==> config.mk <==
export PLATFORM = sky130hd
export DESIGN_NAME = game_flow_controller
export DESIGN_NICKNAME = d
export VERILOG_FILES = /design/src/rtl/rail_rush_pkg.sv /design/src/rtl/game_flow_controller_frame_down_counter.sv /design/src/rtl/game_flow_controller.sv
export SDC_FILE = /design/constraint.sdc
export NUM_CORES = 1
export LEC_CHECK = 0
export CAP_MARGIN = 20
export CORE_MARGIN = 4
export CORE_UTILIZATION = 31
export CTS_CLUSTER_DIAMETER = 150
export DETAILED_ROUTE_END_ITERATION = 7
export GPL_ROUTABILITY_DRIVEN = 0
export GPL_TIMING_DRIVEN = 0
export HOLD_SLACK_MARGIN = 0.1
export PLACE_DENSITY = 0.53
export SLEW_MARGIN = 20
export SYNTH_ARGS = -nofsm -noshare
export SYNTH_HDL_FRONTEND = slang
export SYNTH_HIERARCHICAL = 1
export SYNTH_SLANG_ARGS = --single-unit
==> constraint.sdc <==
create_clock -name clock -period 6.4 [get_ports clock]
set_input_delay 0.64 -clock clock [delete_from_list [all_inputs] [get_ports clock]]
set_output_delay 0.64 -clock clock [all_outputs]
set_load 0.1 [all_outputs]
==> src/rtl/rail_rush_pkg.sv <==
// Shared Rail Rush types and constants: game states, speed width, lane and obstacle encodings.
package rail_rush_pkg;

  typedef enum logic [2:0] {
    IDLE      = 3'd0,
    COUNTDOWN = 3'd1,
    RUN       = 3'd2,
    HIT_PAUSE = 3'd3,
    GAME_OVER = 3'd4
  } game_state_t;

  localparam int SPEED_W = 4;
  localparam int CD_W    = 8;

  localparam int         LANE_COUNT  = 3;
  localparam logic [1:0] LANE_LEFT   = 2'd0;
  localparam logic [1:0] LANE_CENTER = 2'd1;
  localparam logic [1:0] LANE_RIGHT  = 2'd2;

  typedef enum logic [1:0] {
    OBS_NONE    = 2'd0,
    OBS_BARRIER = 2'd1,
    OBS_TRAIN   = 2'd2,
    OBS_COIN    = 2'd3
  } obstacle_type_t;

  // Next speed step, clamped at the supplied ceiling.
  function automatic logic [SPEED_W-1:0] speed_step(input logic [SPEED_W-1:0] cur,
                                                    input logic [SPEED_W-1:0] ceiling);
    if (cur >= ceiling) begin
      return ceiling;
    end else begin
      return cur + {{(SPEED_W-1){1'b0}}, 1'b1};
    end
  endfunction

endpackage

==> src/rtl/game_flow_controller_frame_down_counter.sv <==
// Frame-paced down counter shared by the COUNTDOWN and HIT_PAUSE phases.
// Counts down on each tick, stops at zero; done flags the last frame (count == 1).
module frame_down_counter
  import rail_rush_pkg::*;
(
  input  logic            clock,
  input  logic            reset,
  input  logic            load,
  input  logic [CD_W-1:0] load_value,
  input  logic            clear,
  input  logic            tick,
  output logic [CD_W-1:0] count,
  output logic            done
);

  logic [CD_W-1:0] count_r;

  // Load has priority over clear, clear over the per-frame decrement.
  always_ff @(posedge clock or posedge reset) begin
    if (reset) begin
      count_r <= {CD_W{1'b0}};
    end else if (load) begin
      count_r <= load_value;
    end else if (clear) begin
      count_r <= {CD_W{1'b0}};
    end else if (tick && (count_r != {CD_W{1'b0}})) begin
      count_r <= count_r - {{(CD_W-1){1'b0}}, 1'b1};
    end else begin
      count_r <= count_r;
    end
  end

  assign count = count_r;
  assign done  = (count_r == {{(CD_W-1){1'b0}}, 1'b1});

endmodule

==> src/rtl/game_flow_controller.sv <==
// Rail Rush gameplay sequencer: IDLE -> COUNTDOWN -> RUN -> HIT_PAUSE / GAME_OVER,
// with lives, saturating score, speed ramp and high score tracking.
module game_flow_controller
  import rail_rush_pkg::*;
#(
  parameter int unsigned START_LIVES      = 3,
  parameter int unsigned COUNTDOWN_FRAMES = 180,
  parameter int unsigned PAUSE_FRAMES     = 60,
  parameter int unsigned SPEED_INIT       = 2,
  parameter int unsigned SPEED_MAX        = 12,
  parameter int unsigned RAMP_FRAMES      = 600,
  parameter int unsigned SCORE_W          = 16
) (
  input  logic               clock,
  input  logic               reset,
  input  logic               frame_done,
  input  logic               start_btn,
  input  logic               hit,
  output logic               game_active,
  output logic [SPEED_W-1:0] speed,
  output logic               obs_flush,
  output logic [2:0]         state,
  output logic [2:0]         lives,
  output logic [CD_W-1:0]    countdown,
  output logic [SCORE_W-1:0] score,
  output logic [SCORE_W-1:0] high_score
);

  localparam int unsigned RAMP_W = (RAMP_FRAMES > 1) ? $clog2(RAMP_FRAMES) : 1;
  localparam logic [RAMP_W-1:0]  RAMP_LAST   = RAMP_W'(RAMP_FRAMES - 1);
  localparam logic [SPEED_W-1:0] SPEED_CEIL  = SPEED_W'(SPEED_MAX);
  localparam logic [SPEED_W-1:0] SPEED_START = SPEED_W'(SPEED_INIT);
  localparam logic [2:0]         LIVES_START = 3'(START_LIVES);

  game_state_t        state_r;
  logic               game_active_r;
  logic [SPEED_W-1:0] speed_r;
  logic               obs_flush_r;
  logic [2:0]         lives_r;
  logic [SCORE_W-1:0] score_r;
  logic [SCORE_W-1:0] high_score_r;
  logic [RAMP_W-1:0]  ramp_r;
  logic               start_q_r;
  logic               hs_pending_r;

  logic               start_rise_s;
  logic [SCORE_W:0]   score_sum_s;
  logic [SCORE_W-1:0] score_next_s;
  logic               cnt_load_s;
  logic [CD_W-1:0]    cnt_value_s;
  logic               cnt_clear_s;
  logic               cnt_tick_s;
  logic [CD_W-1:0]    cnt_count_s;
  logic               cnt_done_s;

  // Start edge detect and saturating score increment.
  always_comb begin
    start_rise_s = start_btn & ~start_q_r;
    score_sum_s  = {1'b0, score_r} + {{(SCORE_W+1-SPEED_W){1'b0}}, speed_r};
    if (score_sum_s[SCORE_W]) begin
      score_next_s = {SCORE_W{1'b1}};
    end else begin
      score_next_s = score_sum_s[SCORE_W-1:0];
    end
  end

  // Counter control: load on game start and non-fatal hit, tick only in timed phases.
  always_comb begin
    cnt_load_s  = 1'b0;
    cnt_value_s = {CD_W{1'b0}};
    cnt_clear_s = 1'b0;
    cnt_tick_s  = 1'b0;
    case (state_r)
      IDLE, GAME_OVER: begin
        if (start_rise_s) begin
          cnt_load_s  = 1'b1;
          cnt_value_s = CD_W'(COUNTDOWN_FRAMES);
        end else begin
          cnt_load_s  = 1'b0;
        end
      end
      COUNTDOWN, HIT_PAUSE: begin
        cnt_tick_s = frame_done;
      end
      RUN: begin
        if (frame_done && hit && (lives_r != 3'd1)) begin
          cnt_load_s  = 1'b1;
          cnt_value_s = CD_W'(PAUSE_FRAMES);
        end else begin
          cnt_load_s  = 1'b0;
        end
      end
      default: begin
        cnt_clear_s = 1'b1;
      end
    endcase
  end

  frame_down_counter u_frame_down_counter (
    .clock      (clock),
    .reset      (reset),
    .load       (cnt_load_s),
    .load_value (cnt_value_s),
    .clear      (cnt_clear_s),
    .tick       (cnt_tick_s),
    .count      (cnt_count_s),
    .done       (cnt_done_s)
  );

  // Game flow FSM with lives, score, speed ramp and high score.
  always_ff @(posedge clock or posedge reset) begin
    if (reset) begin
      state_r       <= IDLE;
      game_active_r <= 1'b0;
      speed_r       <= {SPEED_W{1'b0}};
      obs_flush_r   <= 1'b0;
      lives_r       <= 3'd0;
      score_r       <= {SCORE_W{1'b0}};
      high_score_r  <= {SCORE_W{1'b0}};
      ramp_r        <= {RAMP_W{1'b0}};
      start_q_r     <= 1'b0;
      hs_pending_r  <= 1'b0;
    end else begin
      start_q_r   <= start_btn;
      obs_flush_r <= 1'b0;
      if (hs_pending_r) begin
        hs_pending_r <= 1'b0;
        if (score_r > high_score_r) begin
          high_score_r <= score_r;
        end
      end
      case (state_r)
        IDLE, GAME_OVER: begin
          game_active_r <= 1'b0;
          if (start_rise_s) begin
            state_r     <= COUNTDOWN;
            lives_r     <= LIVES_START;
            score_r     <= {SCORE_W{1'b0}};
            speed_r     <= SPEED_START;
            ramp_r      <= {RAMP_W{1'b0}};
            obs_flush_r <= 1'b1;
          end
        end
        COUNTDOWN: begin
          game_active_r <= 1'b0;
          if (frame_done && cnt_done_s) begin
            state_r       <= RUN;
            game_active_r <= 1'b1;
          end
        end
        RUN: begin
          if (frame_done && hit) begin
            game_active_r <= 1'b0;
            lives_r       <= lives_r - 3'd1;
            if (lives_r == 3'd1) begin
              state_r      <= GAME_OVER;
              speed_r      <= {SPEED_W{1'b0}};
              hs_pending_r <= 1'b1;
            end else begin
              state_r <= HIT_PAUSE;
            end
          end else begin
            game_active_r <= 1'b1;
            if (frame_done) begin
              score_r <= score_next_s;
              if (ramp_r == RAMP_LAST) begin
                ramp_r  <= {RAMP_W{1'b0}};
                speed_r <= speed_step(speed_r, SPEED_CEIL);
              end else begin
                ramp_r <= ramp_r + {{(RAMP_W-1){1'b0}}, 1'b1};
              end
            end
          end
        end
        HIT_PAUSE: begin
          // Flush lands while game_active is still low; movement resumes a cycle later.
          game_active_r <= 1'b0;
          if (frame_done && cnt_done_s) begin
            state_r     <= RUN;
            obs_flush_r <= 1'b1;
          end
        end
        default: begin
          state_r       <= IDLE;
          game_active_r <= 1'b0;
          speed_r       <= {SPEED_W{1'b0}};
          lives_r       <= 3'd0;
        end
      endcase
    end
  end

  assign game_active = game_active_r;
  assign speed       = speed_r;
  assign obs_flush   = obs_flush_r;
  assign state       = state_r;
  assign lives       = lives_r;
  assign countdown   = cnt_count_s;
  assign score       = score_r;
  assign high_score  = high_score_r;

endmodule

Yosys cells after proc, flatten, opt, wreduce, memory -nomap -nowiden:

Cells that the tools add are included.

* magnitude comparators: 2
* reduce and logical (&&, ||, !) cells: 15
* bitwise logic cells: 3
* equality and inequality tests: 17
* add/sub/neg operators: 5
* multiplexer cells: 42

Operator list (count)
* 16-bit 2-to-1 mux: 4
* 10-bit 2-to-1 mux: 4
* 8-bit 2-to-1 mux: 4
* 16-bit case mux with 2 select lines: 1
* 4-bit 2-to-1 mux: 6
* 10-bit case mux with 2 select lines: 1
* 3-bit 2-to-1 mux: 6
* 3-bit case mux with 3 select lines: 2
* 16-bit by 4-bit adder with 17-bit output: 1
* 16-bit > comparator: 1
* 8-bit case mux with 2 select lines: 1
* 4-bit case mux with 3 select lines: 1
* 10-bit by 1-bit adder with 10-bit output (second input constant): 1
* 10-bit equality test (second input constant): 1
* 3-bit != test (second input constant): 3
* 8-bit by 1-bit equality test with 1-bit output (second input constant): 1
* 1-bit 2-to-1 mux: 8
* 2-bit != test (second input constant): 4
* 8-bit nonzero test: 1
* 8-bit by 1-bit subtractor with 8-bit output (second input constant): 1
* 3-bit by 1-bit equality test with 1-bit output (second input constant): 2
* 3-bit by 2-bit equality test with 1-bit output (second input constant): 2
* 6-bit 2-to-1 mux: 1
* 3-bit by 1-bit != test with 1-bit output (second input constant): 2
* other kinds (17): 25

* input bits: 5
* bits in registers: 64
* logic and storage cells: 95

Longest topological paths before layout:

* depth after elaboration: 7
* gate-level depth with buffers: 11
* mapped depth without buffers: 9

Modules after synthesis:

The synthesis kept the hierarchy.

Modules (own cells, without submodules)
* game_flow_controller: cells each 348, area an instance 3334.4 µm², times used 1
* frame_down_counter: cells each 63, area an instance 550.5 µm², times used 1

Least setup slack after synthesis:

Ideal clock, no wire load.

* path type: reg-to-reg
* start: register high_score_r[15], in the netlist high_score[15]
* end: register high_score_r[0], in the netlist high_score[0]
* stages on the path, launching flop included: 8
* path buffers: 1
* data required time: 6274 ps
* slack: 3535 ps
* data arrival time: 2739 ps
* cells stage by stage: dfrtp_1 inv_1 ha_1 nand4_2 a2111o_1 a31oi_2 buf_6 mux2_4

* word-level cells in the longest chain between the ends: 2

RTL lines
* start, declared: line game_flow_controller.sv:41 `logic [SCORE_W-1:0] high_score_r;`
* start signal, assigned: line game_flow_controller.sv:119 `high_score_r <= {SCORE_W{1'b0}};`
* start signal, assigned: line game_flow_controller.sv:129 `high_score_r <= score_r;`
* 16-bit > comparator: line game_flow_controller.sv:128 `if (score_r > high_score_r) begin`
* 2-bit AND reduction (no line)

No other way between the ends.
A chain may end at the register's enable or synchronous reset.

Worst setup path after layout:

* start: input port start_btn
* end: register u_frame_down_counter.count_r[1], in the netlist u_frame_down_counter/count[1]

* word-level cells in the longest chain between the ends: 4

RTL lines
* start, declared: line game_flow_controller.sv:17 `input logic start_btn,`
* 1-bit bitwise AND *: line game_flow_controller.sv:58 `start_rise_s = start_btn & ~start_q_r;`
* 1-bit 2-to-1 mux *: line game_flow_controller.sv:75 `if (start_rise_s) begin`
* 1-bit case mux with 2 select lines *: line game_flow_controller.sv:73 `case (state_r)`
* net cnt_load_s: line game_flow_controller.sv:49 `logic cnt_load_s;`
* 3-bit by 1-bit != test with 1-bit output (no line) or 8-bit 2-to-1 mux (tied branches)
* end signal, assigned: line game_flow_controller_frame_down_counter.sv:25 `count_r <= {CD_W{1'b0}};`
* end signal, assigned: line game_flow_controller_frame_down_counter.sv:27 `count_r <= count_r - {{(CD_W-1){1'b0}}, 1'b1};`
* end signal, assigned: line game_flow_controller_frame_down_counter.sv:29 `count_r <= count_r;`
* end, declared: line game_flow_controller_frame_down_counter.sv:16 `logic [CD_W-1:0] count_r;`

The timed path passes the listed nets; every way through them passes the cells marked *.

==> flow_metrics.tcl <==
set metrics [dict create \
    setup_viol 0 \
    relSlewSlack 0.331 \
    path_class "input pin to flip-flop" \
    cts_buffers 9 \
    clock_latency_ns 0.33 \
    wirelength_um 9570 \
    hold_class "flip-flop to flip-flop" \
    ys.flop_type "dfrtp_1" \
    die_height_um 120 \
    leakagePower_nw 2.14 \
    core_sq_mm 0.0122 \
    grt_setup_unrepaired "no" \
    drc 0 \
    endpoint_kind "flip-flop" \
    power_mw 2.02 \
    dr.pass1.iters 4 \
    post-place-ws_ns 3.15 \
    async_flop_share 1.00 \
    critPathTopFamily "buffers and inverters" \
    crit_slowest_cell "clkdlybuf4s50_1" \
    dr_total_vias 3257 \
    cts-resized-gates 0 \
    tightest_slew_ns 1.00 \
    path_clk_slew_ns 0.05 \
    final_area_sq_mm 0.00498 \
    wl_per_cell_um 14.6 \
    fin_util 0.410 \
    postCtsSetupBuffers 0 \
    grt_max_degree 34 \
    path_buf_inv 4 \
    setup_tns_ns 0 \
    die_area_sq_mm 0.0144 \
    switching_share 0.486 \
    comb_power_share 0.484 \
    antenna_cells 0 \
    dp_hpwl_um 7130 \
    cts_root_buf "clkbuf_16" \
    die_w_um 120 \
    rrSetupSlack_ns 3.67 \
    hold_violations 0 \
    h-tree-depth 3 \
    grt_pass1_wl_um 16500 \
    peakVddDrop_mv 0.458 \
    first_global_vias 3262 \
    start_kind "input pin" \
    p_int_mw 1.04 \
    hold_buffers 0 \
    arrival_ns 3.12 \
    synth_edf_count 0 \
    synthCells 411 \
    drt_iter0_markers 210 \
    ys_types 67 \
    seq_power_share 0.272 \
    timing.final.ws_setup_ns 3.49 \
    drtAntennaViolNets 0 \
    ios 57 \
    skew_ns 0.00924 \
    status "complete, no violations" \
    synth_area_sq_mm 0.00388 \
    grt-ovfl-total 0 \
    avgSynthCellArea_sq_um 9.45 \
    synthToLayoutAreaGrowth_pct 28.3 \
    antenna_found_initial 0 \
    fin_crit_ns 2.91 \
    crit_chain "clkdlybuf4s50_1 -> inv_1 -> o21ai_0 -> nand2_1 -> nor2_1 -> clkbuf_1 -> or2_2 -> clkbuf_1 -> a21o_1 -> o21ai_0" \
    drive_gt1_frac 0.109 \
    powerDensity_mw_per_mm2 406 \
    vias_per_cell 4.98 \
    initial_core_util 0.319 \
    p_clk_frac 0.245 \
    ys.warnings.count 6 \
    cap_violations 0 \
    fmax_mhz 343 \
    synth_seq_cells 64 \
    placementRows 40 \
    grt_usage 0.141 \
    cp.required_ns 6.61 \
    cts.path.max_buffers 2 \
    ys_seq_area_frac 0.412 \
    placed_area_sq_mm 0.00469 \
    critPathMaxStageDelay_ns 0.53 \
    cp_max_fo 9 \
    p_switching_mw 0.983 \
    period_share 0.455 \
    clkSinkCount 64 \
    drv_slew 0 \
    port_buffers 56 \
    fin_nets 514 \
    cts_tree "built" \
]
==> cell type report <==
cell class,instances,area (sq um)
Clock inverter,5,56.3
Multi-Input combinational cell,308,2120
Fill cell,1220,7180
Tap cell,168,210
Inverter,30,115
Clock buffer,11,243
Buffer,11,53.8
Sequential cell,64,1600
Timing Repair Buffer,57,581
==> logic make-up after synthesis <==
group,share of synthesized area
adder cells (fa/ha/maj),0.0921
XOR/XNOR,0.00676
AND/OR/NAND/NOR,0.194
AO/OA/AOI/OAI,0.184
multiplexers,0.0676
buffers and inverters,0.0428
flip-flops,0.412
other,0.000965
==> final timing paths <==
check | start | end | depth (start not counted)
max | start_btn | u_frame_down_counter/count[1]$_DFFE_PP0P_ | 10
max in group asynchronous | reset | state[1]$_DFFE_PP0P_ | 3
max reg2reg | state[0]$_DFFE_PP0P_ | u_frame_down_counter/count[1]$_DFFE_PP0P_ | 11
min in group asynchronous | reset | score[14]$_DFFE_PP0P_ | 2
min | ramp_r[9]$_DFFE_PP0P_ | ramp_r[9]$_DFFE_PP0P_ | 2
min reg2reg | ramp_r[9]$_DFFE_PP0P_ | ramp_r[9]$_DFFE_PP0P_ | 2
==> registers in the layout, summed over array words and instances (netlist names) <==
register,count
lives,3
state,3
hs_pending_r,1
obs_flush,1
score,16
start_q_r,1
ramp_r,10
u_frame_down_counter/count,8
high_score,16
game_active,1
speed,4
==> power groups by stage <==
stage / Clock [mW] / Combinational, mW / Sequential (mW)
detailed placement: 0 / 0.983 / 0.557
CTS: 0.507 / 0.986 / 0.551
global route: 0.527 / 1.06 / 0.563
floorplan: 0 / 0.366 / 0.930
finish: 0.495 / 0.979 / 0.550
global placement: 0 / 0.971 / 0.558
==> worst reg2reg max path, cell delays in order (launching register included) <==
cell	delay (ns)
dfrtp_1	0.38
buf_2	0.19
nor3b_2	0.24
buf_2	0.26
nand2_1	0.13
nand2_1	0.23
nor2_1	0.14
clkbuf_1	0.23
or2_2	0.32
clkbuf_1	0.20
a21o_1	0.20
o21ai_0	0.14
==> cells in the final DEF (no fill, tap or decap), drive strengths merged, types with 2 or more instances in the layout <==
master	netlist	final
and4	4	4
nand2	43	43
mux2	15	15
clkdlybuf4s50	0	56
nor3	8	8
nand2b	6	6
inv	30	30
nor2	33	33
or2	3	3
nor2b	4	4
xnor2	2	2
o41ai	2	2
nand4b	3	3
nor4b	2	2
a21oi	26	26
buf	6	7
nand3	9	9
dfrtp	64	64
o31ai	8	8
a211oi	2	2
clkinv	0	3
a21boi	2	2
conb	1	3
and2	4	4
mux2i	6	6
clkbuf	5	16
a21o	4	4
a31oi	6	6
and3	4	4
nand4	9	9
nor3b	2	2
a311oi	4	4
ha	27	27
o21a	4	4
o211ai	3	3
o21ai	41	41
==> cells in the mapped netlist (all sizes together), types with 2 or more instances <==
cell type / number / area, sq um
nand2b: 6 / 37.5
o211ai: 3 / 22.5
and2: 4 / 25.0
nor2: 33 / 124
o21ai: 41 / 205
a21oi: 26 / 130
ha: 27 / 338
and4: 4 / 37.5
nor3b: 2 / 20.0
a211oi: 2 / 15.0
nor2b: 4 / 25.0
nand3: 9 / 45.0
and3: 4 / 25.0
o41ai: 2 / 17.5
inv: 30 / 113
clkbuf: 5 / 18.8
dfrtp: 64 / 1600
or2: 3 / 18.8
a21boi: 2 / 18.8
nand4: 9 / 62.6
a311oi: 4 / 35.0
mux2: 15 / 203
o31ai: 8 / 65.1
nor4b: 2 / 32.5
a31oi: 6 / 43.8
o21a: 4 / 30.0
nor3: 8 / 50.1
nand4b: 3 / 26.3
nand2: 43 / 164
buf: 6 / 35.0
a21o: 4 / 30.0
mux2i: 6 / 60.1
xnor2: 2 / 17.5
==> routing by layer <==
layer  global-route usage  up-vias  routed length [um]
met5                    0        -                   0
met4               0.0408        0                 118
met2                0.237       55                4560
li1                     -     1629                   -
met3               0.0401        9                 438
met1                0.176     1564                4450
==> through the flow <==
stage                     instances  hold WS [ns]
after detailed placement        638         0.525
final                           654         0.534
after floorplan                 413         0.456
after CTS                       654         0.534
after global placement          637         0.509
after global routing            654         0.564
Power figures use the tool's default switching activity.
